## src/rtl/seletor_coluna_pkg.sv

```systemverilog
// Shared encodings and parameter helpers for the column selector.
package seletor_coluna_pkg;

    typedef enum logic [1:0] {
        S_IDLE     = 2'd0,
        S_DEBOUNCE = 2'd1,
        S_HOLD     = 2'd2
    } estado_t;

    typedef enum logic [1:0] {
        CMD_LEFT    = 2'd0,
        CMD_RIGHT   = 2'd1,
        CMD_CONFIRM = 2'd2
    } cmd_t;

    // One counter width serves both the debounce and the repeat timers.
    function automatic int cnt_width(input int deb_cycles, input int repeat_cycles);
        int maior;
        maior = (deb_cycles > repeat_cycles) ? deb_cycles : repeat_cycles;
        return $clog2(maior + 1);
    endfunction

    function automatic bit params_ok(input int num_cols, input int init_col,
                                     input int deb_cycles, input int repeat_cycles);
        return (num_cols >= 2) && (num_cols <= 8) &&
               (init_col >= 0) && (init_col < num_cols) &&
               (deb_cycles >= 2) && (repeat_cycles >= 1);
    endfunction

endpackage

```

## src/rtl/sincronizador_botao.sv

```systemverilog
// Two-flop synchronizer for one raw push-button; 2-cycle latency, no backpressure.
module sincronizador_botao (
    input  logic clk,
    input  logic reset,
    input  logic btn_i,
    output logic sync_o
);

    logic meta_q;
    logic sync_q;

    always_ff @(posedge clk) begin
        if (reset) begin
            meta_q <= 1'b0;
            sync_q <= 1'b0;
        end else begin
            meta_q <= btn_i;
            sync_q <= meta_q;
        end
    end

    assign sync_o = sync_q;

endmodule

```

## src/rtl/modulo_seletor_coluna.sv

```systemverilog
// Debounced left/right/confirm buttons drive a wrapping column cursor; pin-to-mdc is 2+DEB_CYCLES+1 cycles,
// no backpressure. SELETOR_AUTO_REPEAT_EN adds a held-button auto-repeat of left/right.
module modulo_seletor_coluna
    import seletor_coluna_pkg::*;
#(
    parameter int NUM_COLS      = 8,
    parameter int INIT_COL      = 0,
    parameter int DEB_CYCLES    = 50000,
    parameter int REPEAT_CYCLES = 250000
) (
    input  logic       clk,
    input  logic       reset,
    input  logic       enable,
    input  logic       btn_left,
    input  logic       btn_right,
    input  logic       btn_confirm,
    output logic [2:0] mdc,
    output logic       confirm,
    output logic       busy
);

    localparam int            CW       = cnt_width(DEB_CYCLES, REPEAT_CYCLES);
    localparam logic [CW-1:0] CNT_ONE  = {{(CW-1){1'b0}}, 1'b1};
    localparam logic [CW-1:0] CNT_MAX  = {CW{1'b1}};
    localparam logic [CW-1:0] DEB_LAST = CW'(DEB_CYCLES - 1);
    localparam logic [2:0]    LAST_COL = 3'(NUM_COLS - 1);
    localparam logic [2:0]    INIT_MDC = 3'(INIT_COL);

    if (!params_ok(NUM_COLS, INIT_COL, DEB_CYCLES, REPEAT_CYCLES)) begin : g_params_invalidos
        $error("modulo_seletor_coluna: illegal NUM_COLS/INIT_COL/DEB_CYCLES/REPEAT_CYCLES");
    end

    logic s_left;
    logic s_right;
    logic s_confirm;

    sincronizador_botao u_sinc_left (
        .clk    (clk),
        .reset  (reset),
        .btn_i  (btn_left),
        .sync_o (s_left)
    );

    sincronizador_botao u_sinc_right (
        .clk    (clk),
        .reset  (reset),
        .btn_i  (btn_right),
        .sync_o (s_right)
    );

    sincronizador_botao u_sinc_confirm (
        .clk    (clk),
        .reset  (reset),
        .btn_i  (btn_confirm),
        .sync_o (s_confirm)
    );

    estado_t       state_q;
    cmd_t          cmd_q;
    logic [CW-1:0] cnt_q;
    logic [2:0]    mdc_q;
    logic          confirm_q;
    logic          busy_q;

    logic          exactly_one;
    logic          any_btn;
    logic          s_cmd;
    cmd_t          cmd_sel;
    logic [CW-1:0] cnt_d;

    assign exactly_one = (s_left ^ s_right ^ s_confirm) & ~(s_left & s_right & s_confirm);
    assign any_btn     = s_left | s_right | s_confirm;
    assign cmd_sel     = s_left ? CMD_LEFT : (s_right ? CMD_RIGHT : CMD_CONFIRM);
    assign cnt_d       = (cnt_q == CNT_MAX) ? cnt_q : cnt_q + CNT_ONE;

    always_comb begin
        s_cmd = 1'b0;
        case (cmd_q)
            CMD_LEFT:    s_cmd = s_left;
            CMD_RIGHT:   s_cmd = s_right;
            CMD_CONFIRM: s_cmd = s_confirm;
            default:     s_cmd = 1'b0;
        endcase
    end

    // Wrap rules keep mdc inside 0..NUM_COLS-1; confirm leaves the cursor alone.
    function automatic logic [2:0] passo(input logic [2:0] col, input cmd_t cmd);
        if (cmd == CMD_LEFT)
            return (col == 3'd0) ? LAST_COL : col - 3'd1;
        else if (cmd == CMD_RIGHT)
            return (col == LAST_COL) ? 3'd0 : col + 3'd1;
        else
            return col;
    endfunction

`ifdef SELETOR_AUTO_REPEAT_EN
    localparam logic [CW-1:0] RPT_LAST = CW'(REPEAT_CYCLES - 1);
    logic [CW-1:0] rpt_q;
    logic [CW-1:0] rpt_d;
    assign rpt_d = (rpt_q == CNT_MAX) ? rpt_q : rpt_q + CNT_ONE;
`endif

    always_ff @(posedge clk) begin
        if (reset) begin
            state_q   <= S_IDLE;
            cmd_q     <= CMD_LEFT;
            cnt_q     <= '0;
            mdc_q     <= INIT_MDC;
            confirm_q <= 1'b0;
            busy_q    <= 1'b0;
`ifdef SELETOR_AUTO_REPEAT_EN
            rpt_q     <= '0;
`endif
        end else begin
            confirm_q <= 1'b0;
            if (!enable) begin
                state_q <= S_IDLE;
                cnt_q   <= '0;
                busy_q  <= 1'b0;
`ifdef SELETOR_AUTO_REPEAT_EN
                rpt_q   <= '0;
`endif
            end else begin
                case (state_q)
                    S_IDLE: begin
                        if (exactly_one) begin
                            cmd_q   <= cmd_sel;
                            cnt_q   <= '0;
                            state_q <= S_DEBOUNCE;
                            busy_q  <= 1'b1;
                        end
                    end
                    S_DEBOUNCE: begin
                        if (!s_cmd) begin
                            state_q <= S_IDLE;
                            cnt_q   <= '0;
                            busy_q  <= 1'b0;
                        end else if (cnt_q == DEB_LAST) begin
                            mdc_q     <= passo(mdc_q, cmd_q);
                            confirm_q <= (cmd_q == CMD_CONFIRM);
                            cnt_q     <= '0;
                            state_q   <= S_HOLD;
`ifdef SELETOR_AUTO_REPEAT_EN
                            rpt_q     <= '0;
`endif
                        end else begin
                            cnt_q <= cnt_d;
                        end
                    end
                    S_HOLD: begin
                        // Release must be seen on every button, not just the one that was accepted.
                        if (any_btn) begin
                            cnt_q <= '0;
                        end else if (cnt_q == DEB_LAST) begin
                            state_q <= S_IDLE;
                            cnt_q   <= '0;
                            busy_q  <= 1'b0;
                        end else begin
                            cnt_q <= cnt_d;
                        end
`ifdef SELETOR_AUTO_REPEAT_EN
                        if (s_cmd && (cmd_q != CMD_CONFIRM)) begin
                            if (rpt_q == RPT_LAST) begin
                                mdc_q <= passo(mdc_q, cmd_q);
                                rpt_q <= '0;
                            end else begin
                                rpt_q <= rpt_d;
                            end
                        end else begin
                            rpt_q <= '0;
                        end
`endif
                    end
                    default: begin
                        state_q <= S_IDLE;
                        cnt_q   <= '0;
                        busy_q  <= 1'b0;
                    end
                endcase
            end
        end
    end

    assign mdc     = mdc_q;
    assign confirm = confirm_q;
    assign busy    = busy_q;

endmodule

```

## config.mk

```make
export PLATFORM = sky130hd
export DESIGN_NAME = modulo_seletor_coluna
export DESIGN_NICKNAME = d
export VERILOG_FILES = /design/src/rtl/seletor_coluna_pkg.sv /design/src/rtl/sincronizador_botao.sv /design/src/rtl/modulo_seletor_coluna.sv
export SDC_FILE = /design/constraint.sdc
export NUM_CORES = 1
export LEC_CHECK = 0
export CAP_MARGIN = 20
export CORE_MARGIN = 2
export CORE_UTILIZATION = 25
export DETAILED_ROUTE_END_ITERATION = 6
export PLACE_DENSITY_LB_ADDON = 0.15
export SYNTH_ARGS = -nofsm -noshare
export SYNTH_HDL_FRONTEND = slang
export SYNTH_HIERARCHICAL = 1
export SYNTH_SLANG_ARGS = --single-unit
```

## constraint.sdc

```tcl
create_clock -name clk -period 3.47 [get_ports clk]
set_input_delay 0.5205 -clock clk [delete_from_list [all_inputs] [get_ports clk]]
set_output_delay 0.5205 -clock clk [all_outputs]
set_load 0.02 [all_outputs]
```

---- After elaboration in Yosys (flattened, before gate mapping) ----
Cells that the tools add are included.
cells by class
  equality and inequality tests ........... 12
  muxes and demuxes ....................... 24
  reductions and logical operators ........ 10
  bitwise gates (word level) .............. 12
  add/subtract/negate cells ............... 3
operators with widths
  kind                     count
  $mux W18                 5
  $pmux W18 S3             1
  $add A18 B1 Y18 const B  1
  $eq A18 B16 Y1 const B   1
  $eq A18 B18 Y1 const B   1
  $mux W2                  7
  $mux W3                  4
  $ne A2 B2 Y1 const B     4
  $reduce_and A4 Y1        2
  $pmux W1 S3              2
  $pmux W2 S3              1
  $not A1 Y1               5
  $reduce_and A5 Y1        1
  $reduce_or A5 Y1         1
  $eq A2 B1 Y1 const B     2
  $eq A2 B2 Y1 const B     2
  $logic_not A2 Y1         2
  $mux W1                  4
  $add A3 B1 Y3 const B    1
  $and A1 B1 Y1            3
  $eq A3 B3 Y1 const B     1
  $logic_not A3 Y1         1
  $ne A3 B3 Y1 const B     1
  $reduce_and A3 Y1        1
  5 further kinds          7
word-level totals
  register bits after elaboration ......... 33
  input port bits ......................... 6
  output and inout port bits .............. 5
  word-level logic and storage cells ...... 73

---- Depth between registers and ports, before layout ----
Gate-level depths: netlist of run 1.
  word-level depth ........................ 6
  mapped depth ............................ 10
  depth with buffers taken out ............ 8

---- Modules after synthesis ----
Netlist of run 1, hierarchy kept.
modules (own cells, without submodules)
  module                 seq. area each (um^2)  instances  area an instance (um^2)  cells an instance
  modulo_seletor_coluna  540.5                  1          1806.7                   229
  sincronizador_botao    40.0                   3          52.6                     4

---- Worst setup path after synthesis of run 1 ----
OpenSTA, ideal clock, no wires.
  path type ............................... register -> register
  start point ............................. register cnt_q[0]
  end point ............................... register state_q[0]
  arrival time ............................ 1.904 ns
  required time ........................... 3.340 ns
  stages on the path, launching flop included .. 7
  period minus slack after synthesis ...... 2.034 ns
  slack ................................... 1.436 ns
  buffers on the path ..................... 0
  setup time .............................. 0.130 ns
  path through ............................ dfxtp_1 > ha_1 > nand3_4 > or4_1 > or4_1 > a31oi_1 > o211ai_1
on the way
  cells in the longest elaborated chain, start to end .. 3
  elaborated cells between the ends (all ways) .. 4
  those cells by class .................... eq/ne: 3; reduce/logical: 1
ends and longest elaborated chain
  element                                                 RTL line                                                    RTL
  start, declared                                         modulo_seletor_coluna.sv:60                                 logic [CW-1:0] cnt_q;
  start signal, assigned                                  modulo_seletor_coluna.sv:147                                cnt_q <= cnt_d;
  start signal, assigned                                  modulo_seletor_coluna.sv:159                                cnt_q <= cnt_d;
  $eq A18 B16 Y1 *                                        modulo_seletor_coluna.sv:138, modulo_seletor_coluna.sv:154
  $ne A3 B3 Y1 (no line) or $ne A2 B2 Y1 (tied branches)  n/a
  $reduce_and A4 Y1 (no line) *                           n/a
  end signal, assigned                                    modulo_seletor_coluna.sv:135                                state_q <= S_IDLE;
  end signal, assigned                                    modulo_seletor_coluna.sv:142                                state_q <= S_HOLD;
  end signal, assigned                                    modulo_seletor_coluna.sv:155                                state_q <= S_IDLE;
  end, declared                                           modulo_seletor_coluna.sv:58                                 estado_t state_q;
Mark *: on every way between the ends. The rest lies on a longest branch, timed or not.
A chain may end at the register's enable or synchronous reset.

---- Worst setup path in the final report of run 1 ----
  start point ............................. register u_sinc_right.sync_q (netlist: u_sinc_right/sync_o)
  end point ............................... register cnt_q[6]
on the way
  cells in the longest elaborated chain, start to end .. 5
  elaborated cells between the ends (all ways) .. 13
  those cells by class .................... eq/ne: 1; mux: 4; bitwise: 8
ends and longest elaborated chain
  element                      RTL line                     RTL
  start, declared              sincronizador_botao.sv:10    logic sync_q;
  start signal, assigned       sincronizador_botao.sv:18    sync_q <= meta_q;
  $and A1 B1 Y1 (2 in series)  modulo_seletor_coluna.sv:71  assign exactly_one = (s_left ^ s_right ^ s_confirm) & ~(s_left & s_right & s_confirm);
  $not A1 Y1                   modulo_seletor_coluna.sv:71
  $and A1 B1 Y1                modulo_seletor_coluna.sv:71
  $ne A2 B2 Y1 (no line)       n/a
Several ways; a longest one is shown, not always the timed one.

==> run metrics, run 1 <==
run status=finished clean; data arrival time of the critical path=2.69 ns; die extent in x=92.6 um; average instance area after synthesis=8.15 um2; Post-CTS Repair Setup Buffers=0; Diodes inserted=0; clock latency reported for the late side of the worst-skew pair=0.29 ns; drt via density=5.07; Post-synth EDFFs=0; TritonCTS clock tree=done; ordered list of cells on the worst path=inv_1 -> ha_1 -> nor2_1 -> nand2_1 -> and3_1 -> nor3_4 -> a41oi_1 -> a311oi_1; DRC marker count from the first detailed-route iteration=105; max capacitance violation total=0; total internal power=0.644 mW; number of cells produced by synthesis=241; crit end category=flop; Least-Margin Pin Slew=0.672 ns; number of stages on the worst hold path=1; # setup viols final=0; pre-CTS setup slack=0.931 ns; met2 track utilization from global routing=21.0%; top fanout value on the critical path=16; Placed Cells incl. Taps=343; fraction of final layout cells with drive strength greater than 1=6.83%; count of clock tree sinks=33; number of inserted filler cells in the final layout=832; Hold Violations, Final=0; global routing's busiest layer=met2; Global Route Usage Sum=12.9%; clock network fraction of design power=45.7%; number of buffers created by CTS=5; global routing met3 resource utilization=2.52%; register area=661 um2; Worst Skew=0.0103 ns; primary flip-flop cell chosen by synthesis mapping=sky130_fd_sc_hd__dfxtp_1; height of the die=92.6 um; remaining global-route overflow=0; synth-to-layout area growth=15.1%; Cell Count, Final, Fillers Out=351; hpwl dp=3490 um; last weighted congestion value of the routability-driven placer=0.767; wire length of the first global-routing pass=8680 um; count of unresolved DRC violations after routing=0; Critical Setup Path Class=flop to flop; I/O Pins=11; cell with the biggest individual delay on the critical path=sky130_fd_sc_hd__nor3_4; required arrival time at the worst endpoint=3.66 ns; via count=1,779; Post-CTS Resized=0; NumNets Final=265; worst r2r path cells=8; maximum buffer depth of the clock tree=2; crit path launch type=flop; critical path's top delay family=simple AND/OR/NAND/NOR gates; total routed wirelength=4980 um; clock transition at the register clock pins on the worst setup and hold paths after CTS=0.07 ns; area of the placeable core=7690 um2; Global Route met1 Usage=16.4%; worst max-slew margin expressed relative to the limit=54.8%; max frequency=0.400 GHz; number of global-route vias before repair=1,754; number of buffers added to fix hold violations after cts=0; part of the total power dissipated in combinational logic=8.1%; fraction of registers with async set or reset after synthesis=0%; largest net degree at the start of global routing=17; number of search-and-repair iterations in the first detailed-routing pass=4; antenna viol nets, final=0; net switching fraction of the power=23.8%; antenna violations before repair=0; Area contributors post-synth=sky130_fd_sc_hd__dfxtp_1 34%, sky130_fd_sc_hd__ha_1 7.0%, sky130_fd_sc_hd__a21oi_1 5.1%; Starting Density=25.6%; Total Negative Setup Slacks=0 ns; detail-routed net length per standard cell=14.2 um; area of the multi-input gates=1200 um2; Row Count=32; number of distinct library cell variants in the gate-level netlist after synthesis=44; unrepaired setup endpoints after global routing=no; H-tree lvl count=2; sequential share of power=46.2%; Synth warnings=6; Hold/Removal Path Class=flop to flop; Synth area leader=sky130_fd_sc_hd__dfxtp_1; shortest period the worst path allows=2.50 ns; number of synthesized register bits=33; portion of synthesized cell area occupied by the leading cell type=33.6%; share of synthesized area occupied by flip-flops and latches=33.6%; post-synth net total=258; minimum setup slack in the final design=0.973 ns; max-slew violations=0; number of buffers and inverters on the critical path=1; Levels on crit path=8; crit share post-route=72.0%; Crit path largest cell delay=0.63 ns; power per unit of standard cell area=374 nW/um2; clock tree root driver cell=sky130_fd_sc_hd__clkbuf_8; peak supply drop=0.169 mV; Post-Synthesis Cell Area=1960 um2; IO Port Bufs=10; Total Die Area=8580 um2; power dissipated by switching net loads=0.201 mW; Pleak=0.689 nW
[state kept, by name, summed over array words and instances (netlist names), 2 cells and up]
| register | cells |
|---|---|
| cmd_q | 2 |
| state_q | 2 |
| mdc | 3 |
| cnt_q | 18 |
[power by group through the flow]
stage	registers (mW)	logic (mW)	clock network, mW
2_1_floorplan	0.396	0.0497	0
3_3_place_gp	0.399	0.0708	0
3_5_place_dp	0.399	0.0702	0
4_1_cts	0.390	0.0706	0.399
5_1_grt	0.391	0.0782	0.415
6_report	0.390	0.0681	0.386
[cell families (layout without fill, tap and decap cells)]
family / Yosys count / count (layout) / share of synthesized area, %
muxes: 6 / 6 / 3.06
adders and majority gates: 11 / 11 / 7.01
and+or+nand+nor: 112 / 112 / 32.5
AOI/OAI and AO/OA: 56 / 56 / 18.3
xor gates and xnor gates: 1 / 1 / 0.446
DFF: 33 / 33 / 33.6
buffers and inverters: 22 / 30 / 5.10
[worst paths after layout]
path | slack [ns] | endpoint | from
setup / recovery | 0.97 | cnt_q[6]$_SDFFE_PP0P_ | u_sinc_right/sync_o$_SDFF_PP0_
hold / removal | 0.44 | u_sinc_right/sync_o$_SDFF_PP0_ | u_sinc_right/meta_q$_SDFF_PP0_
setup reg to reg | 0.97 | cnt_q[6]$_SDFFE_PP0P_ | u_sinc_right/sync_o$_SDFF_PP0_
hold reg to reg | 0.44 | u_sinc_right/sync_o$_SDFF_PP0_ | u_sinc_right/meta_q$_SDFF_PP0_
[per-layer routing]
metal | up-vias | wire [um]
li1 | 909 | -
met1 | 834 | 2450
met2 | 27 | 2300
met3 | 9 | 110
met4 | 0 | 114
met5 | - | 0
[Yosys cell counts, types with 7 or more instances]
| cell | number |
|---|---|
| sky130_fd_sc_hd__a21oi_1 | 20 |
| sky130_fd_sc_hd__dfxtp_1 | 33 |
| sky130_fd_sc_hd__ha_1 | 11 |
| sky130_fd_sc_hd__inv_1 | 10 |
| sky130_fd_sc_hd__nand2_1 | 22 |
| sky130_fd_sc_hd__nand3_1 | 12 |
| sky130_fd_sc_hd__nand4_1 | 7 |
| sky130_fd_sc_hd__nor2_1 | 19 |
| sky130_fd_sc_hd__nor2b_1 | 8 |
| sky130_fd_sc_hd__nor3_1 | 15 |
| sky130_fd_sc_hd__o21ai_0 | 11 |
[metrics by stage]
stage | power (mW) | area, um2 | util, % | hold WS, ns
finish | 0.845 | 2260 | 29.4 | 0.439
global route | 0.884 | 2260 | 29.4 | 0.465
CTS | 0.860 | 2260 | 29.4 | 0.442
detailed placement | 0.469 | 2140 | 27.9 | 0.424
global placement | 0.470 | 2140 | 27.9 | 0.423
floorplan | 0.446 | 1960 | - | 0.414
[worst reg2reg max path: cells and delay by family, from the launching register on]
family / cells / cell delay, ns
AOI/OAI and AO/OA: 2 / 0.47
adders and majority gates: 1 / 0.29
buffers and inverters: 1 / 0.07
DFF: 1 / 0.37
and+or+nand+nor: 4 / 1.20
[cell type report]
class / instances / area share (%)
Multi-Input combinational cell: 186 / 53.2
Timing Repair Buffer: 12 / 5.09
Sequential cell: 33 / 29.2
Clock inverter: 1 / 1.33
Tap cell: 102 / 5.64
Clock buffer: 7 / 3.82
Inverter: 10 / 1.66
[cells in the final DEF (no fill, tap or decap), types with 4 or more instances in the layout]
master,instances
sky130_fd_sc_hd__nand2_1,22
sky130_fd_sc_hd__a311oi_1,6
sky130_fd_sc_hd__nor2b_1,8
sky130_fd_sc_hd__ha_1,11
sky130_fd_sc_hd__clkdlybuf4s50_1,10
sky130_fd_sc_hd__inv_1,10
sky130_fd_sc_hd__nand3_1,12
sky130_fd_sc_hd__nand3b_1,4
sky130_fd_sc_hd__clkbuf_8,6
sky130_fd_sc_hd__dfxtp_1,33
sky130_fd_sc_hd__a31oi_1,6
sky130_fd_sc_hd__nand4_1,7
sky130_fd_sc_hd__nor2_1,19
sky130_fd_sc_hd__a21oi_1,20
sky130_fd_sc_hd__mux2i_1,6
sky130_fd_sc_hd__o21ai_0,11
sky130_fd_sc_hd__a41oi_1,4
sky130_fd_sc_hd__nor3_1,15
(Power assumes the default switching activity.)
==> run 2: changes to the inputs <==
Clock period 3.47 ns to 2.5 ns, I/O delays scaled along.
==> run 2 against run 1 <==
Sequential power up 38%. Routed wire length up 4.8%. Final cell count up 2.6%. First-iteration DRC count down 9.5%. Flip-flop and latch count unchanged. Global-route usage up 0.14 points. Worst setup slack worse by 0.70 ns. Clock skew up 0.00087 ns. Non-clock buffer count up 9.
==> run metrics, run 2 (synthesized netlist as in run 1, its figures left out) <==
hpwl dp=3790 um (+8.6%); Global Route Usage Sum=13.1% (+0.14 points); cell area after placement=2210 um2 (+3.2%); count of clock tree sinks=33 (unchanged); TritonCTS clock tree=done; Post-CTS Resized=0 (unchanged); clock latency reported for the late side of the worst-skew pair=0.29 ns (about the same); total routed wirelength=5220 um (+4.8%); number of stages on the worst hold path=1 (unchanged); worst max-slew margin expressed relative to the limit=67.5% (+13 points); RR Startpoint=cnt_q[0]$_SDFFE_PP0P_; max capacitance violation total=0 (unchanged); Placed Cells incl. Taps=352 (+2.6%); pre-CTS setup slack=0.304 ns (-0.627 ns); last weighted congestion value of the routability-driven placer=0.834 (+8.7%); crit end category=flop; Diodes inserted=0 (unchanged); IO Port Bufs=10 (unchanged); total chip power=1.20 mW (+43%); clock network fraction of design power=45.9% (+0.2 points); most common cell after layout, fill and taps aside=sky130_fd_sc_hd__dfxtp_1; Hold Crit Endpoint=u_sinc_left/sync_o$_SDFF_PP0_; wire length of the first global-routing pass=8940 um (+2.9%); net switching fraction of the power=25.1% (+1.3 points); top fanout value on the critical path=5 (-11); unrepaired setup endpoints after global routing=no; final design area excluding fillers=2330 um2 (+3.2%); NumNets Final=274 (+3.4%); antenna viol nets, final=0 (unchanged); I/O Pins=11 (unchanged); remaining global-route overflow=0 (unchanged); data arrival time of the critical path=2.41 ns (-0.28 ns); register bank with the most flops=cnt_q; detail-routed net length per standard cell=14.5 um (+2.1%); Post-CTS Repair Setup Buffers=0 (unchanged); power per unit of standard cell area=517 nW/um2 (+38%); worst r2r path cells=6 (-2); reg-to-reg critical path endpoint=state_q[0]$_SDFFE_PP0P_; commonest cells after routing, fill and taps aside=33 x sky130_fd_sc_hd__dfxtp_1, 22 x sky130_fd_sc_hd__nand2_1, 20 x sky130_fd_sc_hd__a21oi_1; Least-Margin Pin Slew=0.487 ns (-0.185 ns); required arrival time at the worst endpoint=2.68 ns (-0.98 ns); count of unresolved DRC violations after routing=0 (unchanged); Critical Setup Path Class=flop to flop; height of the die=92.6 um (unchanged); worst-case register-to-register setup slack=0.27 ns (-0.70 ns); Hold/Removal Path Class=flop to flop; number of buffers created by CTS=5 (unchanged); minimum setup slack in the final design=0.270 ns (-0.702 ns); run status=finished clean; total internal power=0.903 mW (+40%); maximum buffer depth of the clock tree=2 (unchanged); Total Die Area=8580 um2 (unchanged); clock tree root driver cell=sky130_fd_sc_hd__clkbuf_8; power dissipated by switching net loads=0.302 mW (+50%); via count=1,871 (+5.2%); sequential share of power=44.7% (-1.5 points); shortest period the worst path allows=2.23 ns (-0.268 ns); max-slew violations=0 (unchanged); DRC marker count from the first detailed-route iteration=95 (-9.5%); die extent in x=92.6 um (unchanged); antenna violations before repair=0 (unchanged); Hold WS=0.443 ns (+0.00401 ns); crit share post-route=89.2% (+17 points); Worst Skew=0.0112 ns (+0.000873 ns); largest net degree at the start of global routing=15 (-2); clock transition at the register clock pins on the worst setup and hold paths after CTS=0.08 ns (about the same); hold path start=u_sinc_left/meta_q$_SDFF_PP0_; Cell Count, Final, Fillers Out=360 (+2.6%); drt via density=5.20 (+2.5%); number of search-and-repair iterations in the first detailed-routing pass=4 (unchanged); H-tree lvl count=2 (unchanged); crit path launch type=flop; synth-to-layout area growth=18.7%; max frequency=0.449 GHz (+12%); part of the total power dissipated in combinational logic=9.4% (+1.3 points); # setup viols final=0 (unchanged); fraction of final layout cells with drive strength greater than 1=10.5% (+3.6 points); number of buffers added to fix hold violations after cts=0 (unchanged); Hold Violations, Final=0 (unchanged); Total Negative Setup Slacks=0 ns (unchanged); Row Count=32 (unchanged); Pleak=0.734 nW (+6.5%); number of global-route vias before repair=1,846 (+5.2%); peak supply drop=0.193 mV (+15%); area of the placeable core=7690 um2 (unchanged); core utilization of the finished layout=30.3% (+0.93 points); number of flip-flops under the largest register name=18 (unchanged); Starting Density=25.6% (unchanged)
-- run 2: final cells by class --
class / count / area [um2]
clock buffer: 6 / 82.6
clock inverter: 2 / 37.5
fill: 855 / 5360
inverter: 10 / 37.5
multi-input combinational: 186 / 1200
sequential: 33 / 661
tap: 102 / 128
timing repair buffer: 21 / 183
-- run 2: per-layer routing --
| layer | global-route usage (%) | part of all wire, % |
|---|---|---|
| met3 | 2.85 | 4.2 |
| met5 | 0 | 0 |
| met2 | 20.7 | 48 |
| met4 | 6.37 | 1.9 |
| met1 | 16.8 | 46 |
-- run 2: power by group through the flow --
stage	clock (mW)	combinational [mW]	sequential, mW
3_3_place_gp	0	0.116	0.551
4_1_cts	0.562	0.116	0.538
6_report	0.553	0.114	0.538
3_5_place_dp	0	0.115	0.551
2_1_floorplan	0	0.0690	0.550
5_1_grt	0.590	0.125	0.540
-- run 2: worst max path at each step --
stage                          start                       to  slack (ns)  cells after the start
2_1_floorplan  cnt_q[0]$_SDFFE_PP0P_  state_q[0]$_SDFFE_PP0P_        0.47                      6
6_report       cnt_q[0]$_SDFFE_PP0P_  state_q[0]$_SDFFE_PP0P_        0.27                      6
5_1_grt        cnt_q[0]$_SDFFE_PP0P_  state_q[0]$_SDFFE_PP0P_        0.13                      7
3_5_place_dp   cnt_q[0]$_SDFFE_PP0P_  state_q[0]$_SDFFE_PP0P_        0.30                      6
3_3_place_gp   cnt_q[0]$_SDFFE_PP0P_  state_q[0]$_SDFFE_PP0P_        0.34                      6
4_1_cts        cnt_q[0]$_SDFFE_PP0P_  state_q[0]$_SDFFE_PP0P_        0.29                      6
-- run 2: worst max-delay path, cell delays in order, from the launching register on --
cell and delay, ns:
sky130_fd_sc_hd__dfxtp_1 0.41, sky130_fd_sc_hd__ha_1 0.28, sky130_fd_sc_hd__nand3_4 0.13, sky130_fd_sc_hd__or4_1 0.47, sky130_fd_sc_hd__or4_1 0.47, sky130_fd_sc_hd__a31oi_1 0.23
sky130_fd_sc_hd__o211ai_1 0.12
